## src/rtl/run_monitor_pkg.sv

```systemverilog
// Shared types and helpers for the run monitor.
// Status encoding, trace entry sizing, saturating increment.
package run_monitor_pkg;

  typedef enum logic [2:0] {
    ST_HOLD    = 3'd0,
    ST_RUN     = 3'd1,
    ST_PASS    = 3'd2,
    ST_FAIL    = 3'd3,
    ST_HANG    = 3'd4,
    ST_TIMEOUT = 3'd5
  } state_t;

  localparam int          REG_ADDR_W = 5;
  localparam logic [31:0] CNT_MAX    = 32'hFFFF_FFFF;

  function automatic int trace_width(input int xlen);
    return 2 * xlen + REG_ADDR_W;
  endfunction

  function automatic logic [31:0] sat_inc(input logic [31:0] v);
    return (v == CNT_MAX) ? v : v + 32'd1;
  endfunction

endpackage

```

## src/rtl/run_monitor_trace_ring.sv

```systemverilog
// Ring buffer of the most recent register writes.
// Read index is relative to the newest entry.
module run_monitor_trace_ring #(
  parameter int DEPTH = 8,
  parameter int WIDTH = 69
) (
  input  logic                       clk,
  input  logic                       reset,
  input  logic                       clear,
  input  logic                       push,
  input  logic [WIDTH-1:0]           data,
  input  logic [$clog2(DEPTH)-1:0]   rd_idx,
  output logic [WIDTH-1:0]           rd_data,
  output logic [$clog2(DEPTH):0]     count
);

  localparam int IW = $clog2(DEPTH);
  localparam logic [IW:0] FULL = (IW+1)'(DEPTH);

  logic [WIDTH-1:0] mem [DEPTH];
  logic [IW-1:0]    wptr;
  logic [IW-1:0]    rd_ptr;
  logic             wr;

  assign wr = push && !clear;

  always_ff @(posedge clk or negedge reset) begin
    if (!reset) begin
      wptr  <= '0;
      count <= '0;
    end else if (clear) begin
      wptr  <= '0;
      count <= '0;
    end else if (push) begin
      wptr <= wptr + IW'(1);
      if (count != FULL)
        count <= count + (IW+1)'(1);
    end
  end

  always_ff @(posedge clk) begin
    if (wr)
      mem[wptr] <= data;
  end

  // newest entry sits just behind the write pointer
  assign rd_ptr  = wptr - IW'(1) - rd_idx;
  assign rd_data = ({1'b0, rd_idx} < count) ? mem[rd_ptr] : '0;

endmodule

```

## src/rtl/run_monitor.sv

```systemverilog
// Run controller: sequences CPU reset, watches writeback and pc,
// ends the run on pass/fail, hang or timeout.
module run_monitor
  import run_monitor_pkg::*;
#(
  parameter int XLEN           = 32,
  parameter int RESET_CYCLES   = 10,
  parameter int TIMEOUT_CYCLES = 100,
  parameter int STALL_LIMIT    = 16,
  parameter int TRACE_DEPTH    = 8,
  parameter logic [REG_ADDR_W-1:0] TOHOST_REG = 5'd3
) (
  input  logic                              clk,
  input  logic                              reset,
  input  logic                              restart,
  input  logic [XLEN-1:0]                   pc,
  input  logic                              wb_en,
  input  logic [REG_ADDR_W-1:0]             wb_addr,
  input  logic [XLEN-1:0]                   wb_data,
  output logic                              cpu_reset,
  output logic [2:0]                        status,
  output logic                              done,
  output logic [XLEN-2:0]                   fail_code,
  output logic [31:0]                       cycle_count,
  output logic [31:0]                       retire_count,
  input  logic [$clog2(TRACE_DEPTH)-1:0]    trace_rd_idx,
  output logic [2*XLEN+REG_ADDR_W-1:0]      trace_rd_data,
  output logic [$clog2(TRACE_DEPTH):0]      trace_count
);

  localparam int HW = $clog2(RESET_CYCLES + 1);
  localparam int SW = $clog2(STALL_LIMIT + 1);
  localparam int TW = trace_width(XLEN);
  localparam logic [HW-1:0] HOLD_LAST  = HW'(RESET_CYCLES - 1);
  localparam logic [SW-1:0] STALL_LAST = SW'(STALL_LIMIT - 2);
  localparam logic [31:0]   TIMEOUT_AT = 32'(TIMEOUT_CYCLES);

  state_t          state_q, state_d;
  logic [HW-1:0]   hold_q, hold_d;
  logic [SW-1:0]   stall_q, stall_d;
  logic [31:0]     cycle_d, retire_d;
  logic [XLEN-2:0] fail_d;
  logic [XLEN-1:0] pc_prev_q, pc_prev_d;
  logic            pc_valid_q, pc_valid_d;
  logic            push, clear;
  logic            same_pc, result;

  assign same_pc = pc_valid_q && (pc == pc_prev_q);
  assign result  = wb_en && (wb_addr == TOHOST_REG)
                && (wb_data != '0);

  always_comb begin
    state_d    = state_q;
    hold_d     = hold_q;
    stall_d    = stall_q;
    cycle_d    = cycle_count;
    retire_d   = retire_count;
    fail_d     = fail_code;
    pc_prev_d  = pc_prev_q;
    pc_valid_d = pc_valid_q;
    push       = 1'b0;
    clear      = 1'b0;
    if (restart) begin
      state_d    = ST_HOLD;
      hold_d     = '0;
      stall_d    = '0;
      cycle_d    = '0;
      retire_d   = '0;
      fail_d     = '0;
      pc_valid_d = 1'b0;
      clear      = 1'b1;
    end else begin
      unique case (state_q)
        ST_HOLD: begin
          pc_valid_d = 1'b0;
          if (hold_q == HOLD_LAST) begin
            state_d = ST_RUN;
            hold_d  = '0;
          end else begin
            hold_d = hold_q + HW'(1);
          end
        end
        ST_RUN: begin
          cycle_d = sat_inc(cycle_count);
          if (wb_en)
            retire_d = sat_inc(retire_count);
          push       = wb_en && (wb_addr != '0);
          pc_prev_d  = pc;
          pc_valid_d = 1'b1;
          stall_d    = same_pc ? stall_q + SW'(1) : '0;
          // result write outranks hang, hang outranks timeout
          if (result) begin
            if (wb_data == XLEN'(1)) begin
              state_d = ST_PASS;
            end else begin
              state_d = ST_FAIL;
              fail_d  = wb_data[XLEN-1:1];
            end
          end else if (same_pc && stall_q == STALL_LAST) begin
            state_d = ST_HANG;
          end else if (cycle_d == TIMEOUT_AT) begin
            state_d = ST_TIMEOUT;
          end
        end
        default: ;
      endcase
    end
  end

  always_ff @(posedge clk or negedge reset) begin
    if (!reset) begin
      state_q      <= ST_HOLD;
      hold_q       <= '0;
      stall_q      <= '0;
      cycle_count  <= '0;
      retire_count <= '0;
      fail_code    <= '0;
      pc_prev_q    <= '0;
      pc_valid_q   <= 1'b0;
    end else begin
      state_q      <= state_d;
      hold_q       <= hold_d;
      stall_q      <= stall_d;
      cycle_count  <= cycle_d;
      retire_count <= retire_d;
      fail_code    <= fail_d;
      pc_prev_q    <= pc_prev_d;
      pc_valid_q   <= pc_valid_d;
    end
  end

  assign cpu_reset = (state_q == ST_HOLD);
  assign status    = state_q;
  assign done      = (state_q == ST_PASS) || (state_q == ST_FAIL)
                  || (state_q == ST_HANG) || (state_q == ST_TIMEOUT);

  run_monitor_trace_ring #(
    .DEPTH (TRACE_DEPTH),
    .WIDTH (TW)
  ) u_ring (
    .clk     (clk),
    .reset   (reset),
    .clear   (clear),
    .push    (push),
    .data    ({pc, wb_addr, wb_data}),
    .rd_idx  (trace_rd_idx),
    .rd_data (trace_rd_data),
    .count   (trace_count)
  );

endmodule

```

## config.mk

```make
export PLATFORM = sky130hd
export DESIGN_NAME = run_monitor
export DESIGN_NICKNAME = d
export VERILOG_FILES = /design/src/rtl/run_monitor_pkg.sv /design/src/rtl/run_monitor_trace_ring.sv /design/src/rtl/run_monitor.sv
export SDC_FILE = /design/constraint.sdc
export NUM_CORES = 1
export LEC_CHECK = 0
export BUFFER_PORTS_ARGS = -buffer_cell sky130_fd_sc_hd__buf_2
export CORE_UTILIZATION = 60
export DETAILED_ROUTE_END_ITERATION = 10
export GPL_TIMING_DRIVEN = 0
export PLACE_DENSITY = 0.9
export REMOVE_ABC_BUFFERS = 1
export SYNTH_ARGS = -nofsm -noshare
export SYNTH_HDL_FRONTEND = slang
export SYNTH_SLANG_ARGS = --single-unit
export TNS_END_PERCENT = 30
```

## constraint.sdc

```tcl
create_clock -name clk -period 19.1 [get_ports clk]
set_input_delay 2.865 -clock clk [delete_from_list [all_inputs] [get_ports clk]]
set_output_delay 2.865 -clock clk [all_outputs]
set_load 0.02 [all_outputs]
```

==> results by group <==
Run status
  – Status: complete, no violations

Clock network
  – Clk_lat worst skew: 0.61 ns
  – Clock transition at path regs: approximately 0.060 ns
  – TritonCTS Buffers: 69
  – Cts hold-fix bufs: 0
  – H-tree levels: 3
  – Max clock buf depth: 3
  – Post-CTS Setup Repair Bufs: 0
  – Root Buffer: clkbuf_16
  – CTS tree: built
  – Clock sink count: around 700
  – Cts repair resizes: 0

Floorplanning
  – I/O Pins: about 250
  – Die area: a little under 50000 sq um
  – Die width: 221 um
  – Rows: 79
  – Die height: about 220 um
  – CORE AREA: 47000 sq um
  – Initial core utilization: 61.4%

Synthesis
  – Synth Flop Type: edfxtp_1
  – Synth unique cells: 64
  – Mean post-synth cell area: 16.3 sq um
  – Seq/Total Area, Yosys: 70.2%
  – Top cell type's share of synthesized area: 57.5%
  – Post-Syn Area: 28800 sq um
  – Synthesis Warnings: 0
  – Post-synth EDFFs: 552
  – Synth top area cells: edfxtp_1 57%, dfrtp_1 13%, mux4_2 11%
  – Number of synthesized register bits: around 700
  – Async SR Flop Fraction: 21.0%
  – Post-Syn Instances: ~1800
  – Leading area contributor after synthesis: edfxtp_1
  – Most frequent cells after synthesis: 552 x edfxtp_1, 194 x nand2_1, 147 x dfrtp_1
  – Cell with the most instances after synthesis: edfxtp_1

Setup path
  – Critical Path Source: trace_rd_idx[0]
  – Critical path endpoint category: output port
  – Crit path max fanout: 58
  – FF-to-FF Start: status[2]
  – Req. time, crit path: ~16 ns
  – Worst Setup Start Kind: input port
  – Critical path class: input port to output port
  – WP data arrival: 5.73 ns

Global route
  – Tot GR Track Use: 29.4%
  – Largest net degree at the start of global routing: 77
  – Number of global-route vias before repair: around 18000
  – First-pass GRT wire length: around 110000 um
  – Overflow after GRT: 0
  – Initial antenna violation count: 7

STA
  – RSZ-0062 raised after global routing: no
  – Worst slew pin tran: around 1.1 ns
  – Post-route clock skew: 0.0314 ns
  – Setup TNS: 0 ns
  – Final Cycle Share: 45.0%
  – Final Hold Viols: 0
  – F_max: 0.116 GHz
  – Pins Over Slew Limit: 0
  – Setup violators final: 0
  – Relative slew slack: 28.1%
  – Minimum clock period: 8.60 ns

Min path
  – Min-delay src: fail_code[25]
  – Hold crit path type: flip-flop to flip-flop

Pwr
  – LEAKAGE: about 0.012 uW
  – Switching Share: 22.9%
  – Total power: 3360 uW
  – Sw power: 771 uW
  – Pwr per Cell Area: just under 100 nW/um^2
  – Sequential share of power: 50.4%
  – Peak supply drop: 57.4 uV
  – P_int: about 2600 uW
  – Clock power frac: approximately 40%
  – Comb pwr share: under 10%

Final layout
  – Share of layout cells above drive strength 1: 30.3%
  – Nets: 2176
  – Util after Layout: between 70% and 80%
  – Area grow syn2layout: 17.9%

Routing
  – Post-route ant nets: 0
  – Routed vias: 17891
  – DR DRC count: 0
  – Wirelength, routed: 71800 um
  – Routed length per instance: 26.1 um
  – Via-to-Cell Ratio: ~6.5
  – Pre-Repair DR Iteration Count: 6
  – Initial drt markers: between 1500 and 2000

Placement
  – Port Buffer Count: 248
  – Detailed placer's ending HPWL: 45100 um
  – Global placer's final weighted congestion: 0.884

Job
  – Max-Cap Viols: 0
stage by stage:
step	hold slack, ns	worst slack [ns]	cells	area [sq um]
floorplan	0.482	7.00	1666	28400
global placement	0.482	0.257	2521	30400
detailed placement	0.490	10.55	2623	31700
CTS	0.504	10.52	2748	34000
global route	0.508	10.38	2750	34000
finish	0.502	10.50	2753	34000
critical path, stage by stage:
cell and delay (ns):
buf_2 0.11, inv_1 0.09, ha_4 0.13, inv_1 0.04, fa_4 1.25, buf_16 0.37, mux4_2 0.26, nand2_1 0.06
a21oi_1 0.28, buf_2 0.23
kinds of logic (layout without fill, tap and decap cells):
kind of cell               after synthesis  in the layout  share of synthesized area, %
AOI/OAI and AO/OA                      202            202                          4.57
buffers and inverters                  119            491                          1.67
and+or+nand+nor                        455            455                          7.53
adders and majority gates               13             13                         0.590
xor gates and xnor gates               107            107                          3.25
muxes                                  174            174                          12.2
DFF                                    699            699                          70.2
other                                    0              5                             0
power by group through the flow:
stage / clock network (uW) / logic (uW) / registers, uW
floorplan: 0 / 219 / 1720
global placement: 0 / 331 / 1720
detailed placement: 0 / 311 / 1720
CTS: 1360 / 316 / 1690
global route: 1420 / 337 / 1700
finish: 1350 / 315 / 1690
placed cells by master (no fill, tap or decap), types with 10 or more instances in the layout:
cell and count:
xor2_1 58, clkbuf_16 71, nor4_1 22, and3_1 13, nor3_1 13, buf_2 246, ha_1 11, nand4_1 32
nand3_1 27, mux4_2 138, xnor2_1 47, o2111ai_1 10, nor2_1 89, dfrtp_1 147, buf_4 60, a22o_1 31
inv_1 16, edfxtp_1 552, a21oi_1 85, nand2_1 194, clkbuf_1 22, buf_16 10, o21ai_0 24, buf_6 22
mux2_2 32, and4_1 10
final cells by class:
cell class,count,area [sq um]
Fill cell,2696,13000
Antenna cell,5,12.5
Clock buffer,98,1930
Tap cell,607,759
Clock inverter,27,314
Multi-Input combinational cell,951,8250
Inverter,16,60.1
Sequential cell,699,20300
Timing Repair Buffer,350,2420
routing by layer:
layer / GRT usage, % / share of wire, % / up-vias
met5: 0 / 0.047 / -
met4: 9.14 / 3.0 / 6
met2: 48.7 / 50 / 1110
met1: 39.5 / 37 / 9100
li1: - / - / 7520
met3: 6.33 / 9.7 / 155
final timing paths:
check | end | slack, ns | depth (start not counted)
min in group asynchronous | cycle_count[12] | 2.29 | 1
min reg2reg | fail_code[25] | 0.50 | 1
max in group asynchronous | fail_code[16] | 15.92 | 2
max | trace_rd_data[14] | 10.50 | 10
min | fail_code[25] | 0.50 | 1
max reg2reg | u_ring.mem[1][10] | 14.99 | 10
sequential cells by signal, indices dropped and copies added (netlist names):
name	count
u_ring.mem	552
pc_valid_q	1
cycle_count	32
status	3
pc_prev_q	32
u_ring.count	4
u_ring.wptr	3
stall_q	5
fail_code	31
hold_q	4
retire_count	32
No activity file was read; power rests on OpenSTA's default activity.
